## config.mk

```make
export PLATFORM = sky130hd
export DESIGN_NAME = align_shift_seq_flat
export DESIGN_NICKNAME = d
export VERILOG_FILES = /design/src/rtl/align_shift_seq_pkg.sv /design/src/rtl/align_shift_seq_if.sv /design/src/rtl/align_shift_seq_hdec.sv /design/src/rtl/align_shift_seq.sv /design/src/flat_wrapper.sv
export SDC_FILE = /design/constraint.sdc
export NUM_CORES = 1
export LEC_CHECK = 0
export BUFFER_PORTS_ARGS = -buffer_cell sky130_fd_sc_hd__buf_4
export CAP_MARGIN = 20
export CORE_MARGIN = 1.5
export CORE_UTILIZATION = 29
export DETAILED_ROUTE_END_ITERATION = 6
export HOLD_SLACK_MARGIN = 0.15
export SLEW_MARGIN = 15
export SYNTH_ARGS = -nofsm -noshare
export SYNTH_HDL_FRONTEND = slang
export SYNTH_SLANG_ARGS = --single-unit
export TNS_END_PERCENT = 5
```

## constraint.sdc

```tcl
create_clock -name clk -period 3.6 [get_ports clk]
set_input_delay 1.08 -clock clk [delete_from_list [all_inputs] [get_ports clk]]
set_output_delay 1.08 -clock clk [all_outputs]
set_load 0.03 [all_outputs]
```

## src/rtl/align_shift_seq_pkg.sv

```systemverilog
// Shared types and sizing helpers for the exponent-alignment shift sequencer.
package align_seq_pkg;

  typedef enum logic [1:0] {
    IDLE  = 2'd0,
    SHIFT = 2'd1,
    DONE  = 2'd2
  } align_state_t;

  // Stage counter width: enough to index SHW shift stages, at least one bit.
  function automatic int cnt_w(input int shw);
    return (shw <= 2) ? 1 : $clog2(shw);
  endfunction

endpackage

```

## src/rtl/align_shift_seq_if.sv

```systemverilog
// Request/result handshake bundle for align_shift_seq.
interface align_shift_seq_if #(
  parameter int WIDTH = 24,
  parameter int SHW   = 5
);
  logic             in_valid;
  logic             in_ready;
  logic [WIDTH-1:0] in_sig;
  logic [SHW-1:0]   in_shamt;
  logic             out_valid;
  logic             out_ready;
  logic [WIDTH-1:0] out_sig;
  logic             out_sticky;
  logic             out_zero;
  logic             busy;

  modport master (
    output in_valid, in_sig, in_shamt, out_ready,
    input  in_ready, out_valid, out_sig, out_sticky, out_zero, busy
  );

  modport slave (
    input  in_valid, in_sig, in_shamt, out_ready,
    output in_ready, out_valid, out_sig, out_sticky, out_zero, busy
  );
endinterface

```

## src/rtl/align_shift_seq_hdec.sv

```systemverilog
// Half-decoder: thermometer mask with bit i set iff i < shamt.
module HDec #(
  parameter int N = 5
) (
  input  logic [N-1:0]    shamt,
  output logic [2**N-1:0] mask
);
  always_comb begin
    mask = '0;
    for (int i = 0; i < 2**N; i++) begin
      mask[i] = (N'(i) < shamt);
    end
  end
endmodule

```

## src/rtl/align_shift_seq.sv

```systemverilog
// Sequential log right shifter (one stage per clock, LSB first) with sticky output.
// Build option: define ALIGN_SEQ_STICKY_EN to compute the sticky bit; otherwise out_sticky is 0.
module align_shift_seq
  import align_seq_pkg::*;
#(
  parameter int WIDTH = 24,
  parameter int SHW   = 5
) (
  input  logic              clk,
  input  logic              rst,
  align_shift_seq_if.slave  bus
);
  localparam int KW = cnt_w(SHW);

  align_state_t     state_q, state_d;
  logic [WIDTH-1:0] sig_q, sig_d, shifted;
  logic [SHW-1:0]   sh_q, sh_d;
  logic [KW-1:0]    k_q, k_d;
  logic             sticky_q, sticky_d, sticky_in;
  logic             zero_q, zero_d;
  logic             in_ready_q, in_ready_d;
  logic             out_valid_q, out_valid_d;
  logic             busy_q, busy_d;

`ifdef ALIGN_SEQ_STICKY_EN
  logic [2**SHW-1:0] mask;
  logic [2**SHW-1:0] sig_pad;

  HDec #(.N(SHW)) u_hdec (
    .shamt (bus.in_shamt),
    .mask  (mask)
  );

  assign sig_pad   = (2**SHW)'(bus.in_sig);
  assign sticky_in = |(sig_pad & mask);
`else
  assign sticky_in = 1'b0;
`endif

  // Single shared stage; shift distances at or beyond WIDTH flush to zero.
  always_comb begin
    shifted = sig_q;
    if (sh_q[k_q]) shifted = sig_q >> (32'd1 << k_q);
  end

  always_comb begin
    state_d  = state_q;
    sig_d    = sig_q;
    sh_d     = sh_q;
    k_d      = k_q;
    sticky_d = sticky_q;
    zero_d   = zero_q;
    case (state_q)
      IDLE: begin
        if (bus.in_valid) begin
          sig_d    = bus.in_sig;
          sh_d     = bus.in_shamt;
          sticky_d = sticky_in;
          k_d      = '0;
          state_d  = SHIFT;
        end
      end
      SHIFT: begin
        sig_d = shifted;
        if (k_q == KW'(SHW - 1)) begin
          zero_d  = (shifted == '0);
          state_d = DONE;
        end else begin
          k_d = k_q + 1'b1;
        end
      end
      DONE: begin
        if (bus.out_ready) state_d = IDLE;
      end
      default: state_d = IDLE;
    endcase
    in_ready_d  = (state_d == IDLE);
    out_valid_d = (state_d == DONE);
    busy_d      = (state_d != IDLE);
  end

  always_ff @(posedge clk) begin
    if (rst) begin
      state_q     <= IDLE;
      sig_q       <= '0;
      sh_q        <= '0;
      k_q         <= '0;
      sticky_q    <= 1'b0;
      zero_q      <= 1'b0;
      in_ready_q  <= 1'b1;
      out_valid_q <= 1'b0;
      busy_q      <= 1'b0;
    end else begin
      state_q     <= state_d;
      sig_q       <= sig_d;
      sh_q        <= sh_d;
      k_q         <= k_d;
      sticky_q    <= sticky_d;
      zero_q      <= zero_d;
      in_ready_q  <= in_ready_d;
      out_valid_q <= out_valid_d;
      busy_q      <= busy_d;
    end
  end

  assign bus.in_ready   = in_ready_q;
  assign bus.out_valid  = out_valid_q;
  assign bus.out_sig    = sig_q;
  assign bus.out_sticky = sticky_q;
  assign bus.out_zero   = zero_q;
  assign bus.busy       = busy_q;
endmodule
```

## src/flat_wrapper.sv

```systemverilog
// flat-port wrapper written by rule: the top's interface ports become plain ports
module align_shift_seq_flat import align_seq_pkg::*;
#(
  parameter int WIDTH = 24,
  parameter int SHW   = 5
)
  (clk, rst, bus_in_valid, bus_in_sig, bus_in_shamt, bus_out_ready, bus_in_ready, bus_out_valid, bus_out_sig, bus_out_sticky, bus_out_zero, bus_busy);
  align_shift_seq_if #(.WIDTH(WIDTH), .SHW(SHW)) bus_i ();
  input  logic clk;
  input  logic rst;
  input wire logic [$bits(bus_i.in_valid)-1:0] bus_in_valid;
  input wire logic [$bits(bus_i.in_sig)-1:0] bus_in_sig;
  input wire logic [$bits(bus_i.in_shamt)-1:0] bus_in_shamt;
  input wire logic [$bits(bus_i.out_ready)-1:0] bus_out_ready;
  output wire logic [$bits(bus_i.in_ready)-1:0] bus_in_ready;
  output wire logic [$bits(bus_i.out_valid)-1:0] bus_out_valid;
  output wire logic [$bits(bus_i.out_sig)-1:0] bus_out_sig;
  output wire logic [$bits(bus_i.out_sticky)-1:0] bus_out_sticky;
  output wire logic [$bits(bus_i.out_zero)-1:0] bus_out_zero;
  output wire logic [$bits(bus_i.busy)-1:0] bus_busy;
  assign bus_i.in_valid = bus_in_valid;
  assign bus_i.in_sig = bus_in_sig;
  assign bus_i.in_shamt = bus_in_shamt;
  assign bus_i.out_ready = bus_out_ready;
  assign bus_in_ready = bus_i.in_ready;
  assign bus_out_valid = bus_i.out_valid;
  assign bus_out_sig = bus_i.out_sig;
  assign bus_out_sticky = bus_i.out_sticky;
  assign bus_out_zero = bus_i.out_zero;
  assign bus_busy = bus_i.busy;
  align_shift_seq #(.WIDTH(WIDTH), .SHW(SHW)) u_core (.clk(clk), .rst(rst), .bus(bus_i));
endmodule
```

# After elaboration in Yosys (flattened, before gate mapping)

Index checks and enable logic that the tools add are counted.

Register bits after elaboration: 38
Output and inout port bits: 29
Word-level logic and storage cells: 39

$add $sub $neg: 1
Order comparisons: 1
Equal/unequal tests: 6
Shift-type cells: 2
Muxes and demuxes: 12
Reductions and logical operators: 9

Operators by type and width:

| operator             | number |
|---|---|
| $mux 24              | 2 |
| $pmux 24 s2          | 1 |
| $shl 1x3->32 const A | 1 |
| $shr 24x32->24       | 1 |
| $logic_not 24->1     | 1 |
| $mux 2               | 3 |
| $mux 3               | 2 |
| $pmux 2 s3           | 1 |
| $pmux 3 s2           | 1 |
| $reduce_and 2->1     | 3 |
| $eq 2x2->1 const B   | 2 |
| $logic_not 2->1      | 2 |
| $lt 3x4->1 const B   | 1 |
| $ne 2x2->1 const B   | 2 |
| $reduce_bool 2->1    | 2 |
| $add 3x1->3 const B  | 1 |
| $bmux 1 s3           | 1 |
| $eq 3x3->1 const B   | 1 |
| $reduce_and 3->1     | 1 |
| $eq 2x1->1 const B   | 1 |
| $mux 1               | 1 |

# Depth between registers and ports, before layout

Depth in word-level cells: 4
Gate-level depth with buffers: 13
Gate-level depth less buffers: 10

# Least setup slack after synthesis

Ideal clock, no wire load.

Path type: reg2reg
Start point: register u_core.k_q[0]
End point: register u_core.zero_q, in the netlist u_core.bus.out_zero
Setup time: 0.084 ns
Arrival time: 2.681 ns
Data required time: 3.516 ns
Slack: 0.835 ns
Stages on the path, launching flop included: 13
Path buffers: 2
Cells stage by stage: dfxtp_1 inv_1 ha_1 buf_6 nor2b_1 buf_6 mux4_2 a22oi_2 nor2_1 a221oi_1 nand4_1 or4_1 o31ai_2

Word-level cells in the longest chain between the ends: 4

RTL lines:

| what                                              | line                  | text |
|---|---|---|
| start: declaration                                | align_shift_seq.sv:18 | `logic [KW-1:0] k_q, k_d;` |
| start signal: assignment                          | align_shift_seq.sv:97 | `k_q <= k_d;` |
| $shl 1x3->32 / $bmux 1 s3 (equally long branches) | align_shift_seq.sv:43 | `if (sh_q[k_q]) shifted = sig_q >> (32'd1 << k_q);` |
| $shr 24x32->24 / $mux 1 (equally long branches)   | align_shift_seq.sv:43 |  |
| $mux 24                                           | align_shift_seq.sv:43 |  |
| $logic_not 24->1                                  | align_shift_seq.sv:66 | `zero_d = (shifted == '0);` |
| end signal: assignment                            | align_shift_seq.sv:99 | `zero_q <= zero_d;` |
| end: declaration                                  | align_shift_seq.sv:20 | `logic zero_q, zero_d;` |

Parallel ways exist; a longest one is shown, timed or not. The select of a mux whose other input is x is not followed.
A chain may end at the register's enable or synchronous reset.

# Worst setup path in the final report

Start point: register u_core.k_q[0]
End point: register u_core.sig_q[10], in the netlist u_core.bus.out_sig[10]

Word-level cells in the longest chain between the ends: 4

RTL lines:

| what                                              | line                  | text |
|---|---|---|
| $shl 1x3->32 / $bmux 1 s3 (equally long branches) | align_shift_seq.sv:43 |  |
| $shr 24x32->24 / $mux 1 (equally long branches)   | align_shift_seq.sv:43 |  |
| $mux 24 *                                         | align_shift_seq.sv:43 |  |
| $pmux 24 s2 *                                     | align_shift_seq.sv:53 | `case (state_q)` |
| end signal: assignment                            | align_shift_seq.sv:95 | `sig_q <= sig_d;` |
| end: declaration                                  | align_shift_seq.sv:16 | `logic [WIDTH-1:0] sig_q, sig_d, shifted;` |

Every way passes the cells marked *; elsewhere a longest branch is shown, timed or not. The select of a mux whose other input is x is not followed.

==> flow_summary.ini <==
[finish]
num_antenna_cells = 0
num-nets-final = 526
final_common_cell = buf_4
drive_gt1_frac = 0.238
fin_cells = 631
areaGrowthSynthToFinish_pct = 22.9
finish.utilization = 0.366
final_cell_mix = buf_4 (83), nor2_1 (53), nand2_1 (44), dfxtp_1 (38), a21oi_1 (36)

[power_and_ir_drop]
p_sw_mw = 0.567
p_leak_nw = 1.71
power_mw = 1.66
p_int_mw = 1.09
p_clk_frac = 0.359
power_frac_seq = 0.315
vdd_drop_max_mv = 0.324
swShare = 0.342
combPwrFrac = 0.326
powerDensity_mw_per_mm2 = 395

[synthesis]
synthArstFlopShare = 0
synth_edf_count = 0
synth.top_cell.area_share = 0.223
yosysWarnings = 0
synth_nets = 481
synth_area_leaders = dfxtp_1 (22%), mux2i_1 (7.0%), nor2_1 (5.8%)
avgSynthCellArea_um2 = 7.72
synth_top_cell_by_area = dfxtp_1
syn_area_mm2 = 0.00341
ys_ff_latch = 38
ys_types = 67
synth_cells = 442
synth-seq-area-share = 0.223
synth_ff_type = dfxtp_1

[sta]
finalHoldViolCount = 0
min_period_over_period = 0.895
final.setup_skew_ns = 0.00289
setup_viol = 0
setup_tns_ns = 0
setup_ws_ns = 0.380
period_minus_slack_ns = 3.22
fmax_mhz = 311
rsz0062_at_grt = false
slew_viol_final = 0
worst_pin_slew_ns = 0.895
maxSlewHeadroom = 0.403

[placed_design]
post-place-ws_ns = 0.494
gp_congestion = 0.981
dp.cells = 623
port-buffer-count = 60
dp_hpwl_um = 10600

[grt]
grt_max_degree = 39
grt_antenna_before_repair = 0
grt_pass1_vias = 3746
grt-ovfl-total = 0
grt_pass1_wl_um = 21600
grt_usage = 0.223

[clock_network]
cts_buffers = 5
cts_buffer_depth = 2
htreeDepth = 2
cts_resized = 0
path_clk_slew_ns = 0.06
cts_tree = built
clock_latency_ns = 0.29
post_cts_buffers = 0
clock-root-buffer = clkbuf_16
cts.sinks = 38
cts_hold_buf = 0

[critical_path]
path_cells = ha_1, ha_1, buf_4, nor4b_1, a2bb2oi_1, o211ai_1, nor2_1, a21oi_1, a22o_1, a222oi_1, nor2_1
critical_path_required_ns = 3.83
crit_buf_inv = 1
path_max_fanout = 13
critPathLaunchType = register
cp_slowest_cell = nor4b_1
crit_arrival_ns = 3.45
critPathCaptureType = register
max_stage_delay_ns = 0.74
path_delay_family = compound AO/OA/AOI/OAI gates
path_class = reg -> reg

[drt]
vias = 3923
drt_iter0_markers = 527
drc = 0
wl_per_cell_um = 22.4
routed_via_density = 6.22
wirelength_um = 14100
detail-route-antenna-nets = 0
firstDrtPassIters = 5

[floorplanning]
num_rows = 39
io-pin-count = 62
start_util = 0.298
die-area_mm2 = 0.0124
core_area_mm2 = 0.0115
die_h_um = 111
die_x_um = 111

[run]
cap_violations = 0

[status]
status = finished clean

[worst_hold_path]
holdCritPathClass = reg -> reg
-- kinds of logic (layout without fill, tap and decap cells) --
group / after synthesis / in the layout / synth area share
simple gates: 157 / 157 / 0.220
mux: 35 / 35 / 0.135
fa+ha+maj: 6 / 6 / 0.0220
compound gates: 150 / 150 / 0.324
buf+inv: 55 / 101 / 0.0748
flops: 38 / 38 / 0.223
other cells: 1 / 1 / 0.00110
-- worst paths after layout --
path                             to      startpoint  cells after the start  slack, ns
max          u_core.bus.out_sig[10]   u_core.k_q[0]                     11       0.38
min                  u_core.sh_q[4]  u_core.sh_q[4]                      2       0.46
max reg2reg  u_core.bus.out_sig[10]   u_core.k_q[0]                     11       0.38
min reg2reg          u_core.sh_q[4]  u_core.sh_q[4]                      2       0.46
-- power groups by stage --
stage | Combinational [mW] | Sequential, mW | Clock, mW
floorplan | 0.329 | 0.534 | 0
global placement | 0.529 | 0.527 | 0
detailed placement | 0.527 | 0.526 | 0
CTS | 0.530 | 0.517 | 0.599
global route | 0.574 | 0.523 | 0.622
finish | 0.540 | 0.522 | 0.595
-- sequential cells by signal, summed over array words and instances (netlist names) --
signal and count:
u_core.bus.in_ready 1, u_core.bus.out_valid 1, u_core.bus.busy 1, u_core.bus.out_zero 1, u_core.bus.out_sig 24, u_core.state_q 2
u_core.sh_q 5, u_core.k_q 3
-- metrics by stage --
| step | area, µm² | hold WS, ns |
|---|---|---|
| 3_5_place_dp | 4000 | 0.450 |
| 3_3_place_gp | 4000 | 0.456 |
| 4_1_cts | 4200 | 0.458 |
| 2_1_floorplan | 3410 | 0.432 |
| 6_report | 4200 | 0.455 |
| 5_1_grt | 4200 | 0.480 |
-- cell usage after synthesis, types with 5 or more instances --
cell type  number
nand2_1        44
ha_1            6
a211oi_1       12
o21ai_0        18
a22oi_1        10
nor2_1         53
a21oi_1        36
buf_2           7
nor2b_1         9
a222oi_1       10
a221oi_1        8
nor3_1         10
clkbuf_1       28
inv_1          10
a22o_1          5
dfxtp_1        38
mux4_2          6
nand3_1         5
o211ai_1        7
o22ai_1         5
mux2i_1        24
nand2b_1        8
-- worst min-delay path: cells and delay by family, from the launching register on --
family / cells / cell delay [ns]
flip-flops: 1 / 0.31
AO/OA/AOI/OAI: 1 / 0.05
AND/OR/NAND/NOR: 1 / 0.05
-- routing by layer --
layer	vias to the layer above	part of all wire	track usage	wire length [µm]
met5	-	0	0	0
li1	1766	-	-	-
met3	35	0.090	0.0435	1280
met1	1876	0.43	0.301	6030
met2	246	0.46	0.356	6480
met4	0	0.026	0.0768	368
-- area by class of cell --
type	count	area, µm²
Clock inverter	2	60.1
Timing Repair Buffer	83	623
Tap cell	143	179
Multi-Input combinational cell	349	2400
Sequential cell	38	761
Fill cell	1189	7270
Inverter	10	37.5
Clock buffer	6	139
(Power assumes the default switching activity.)
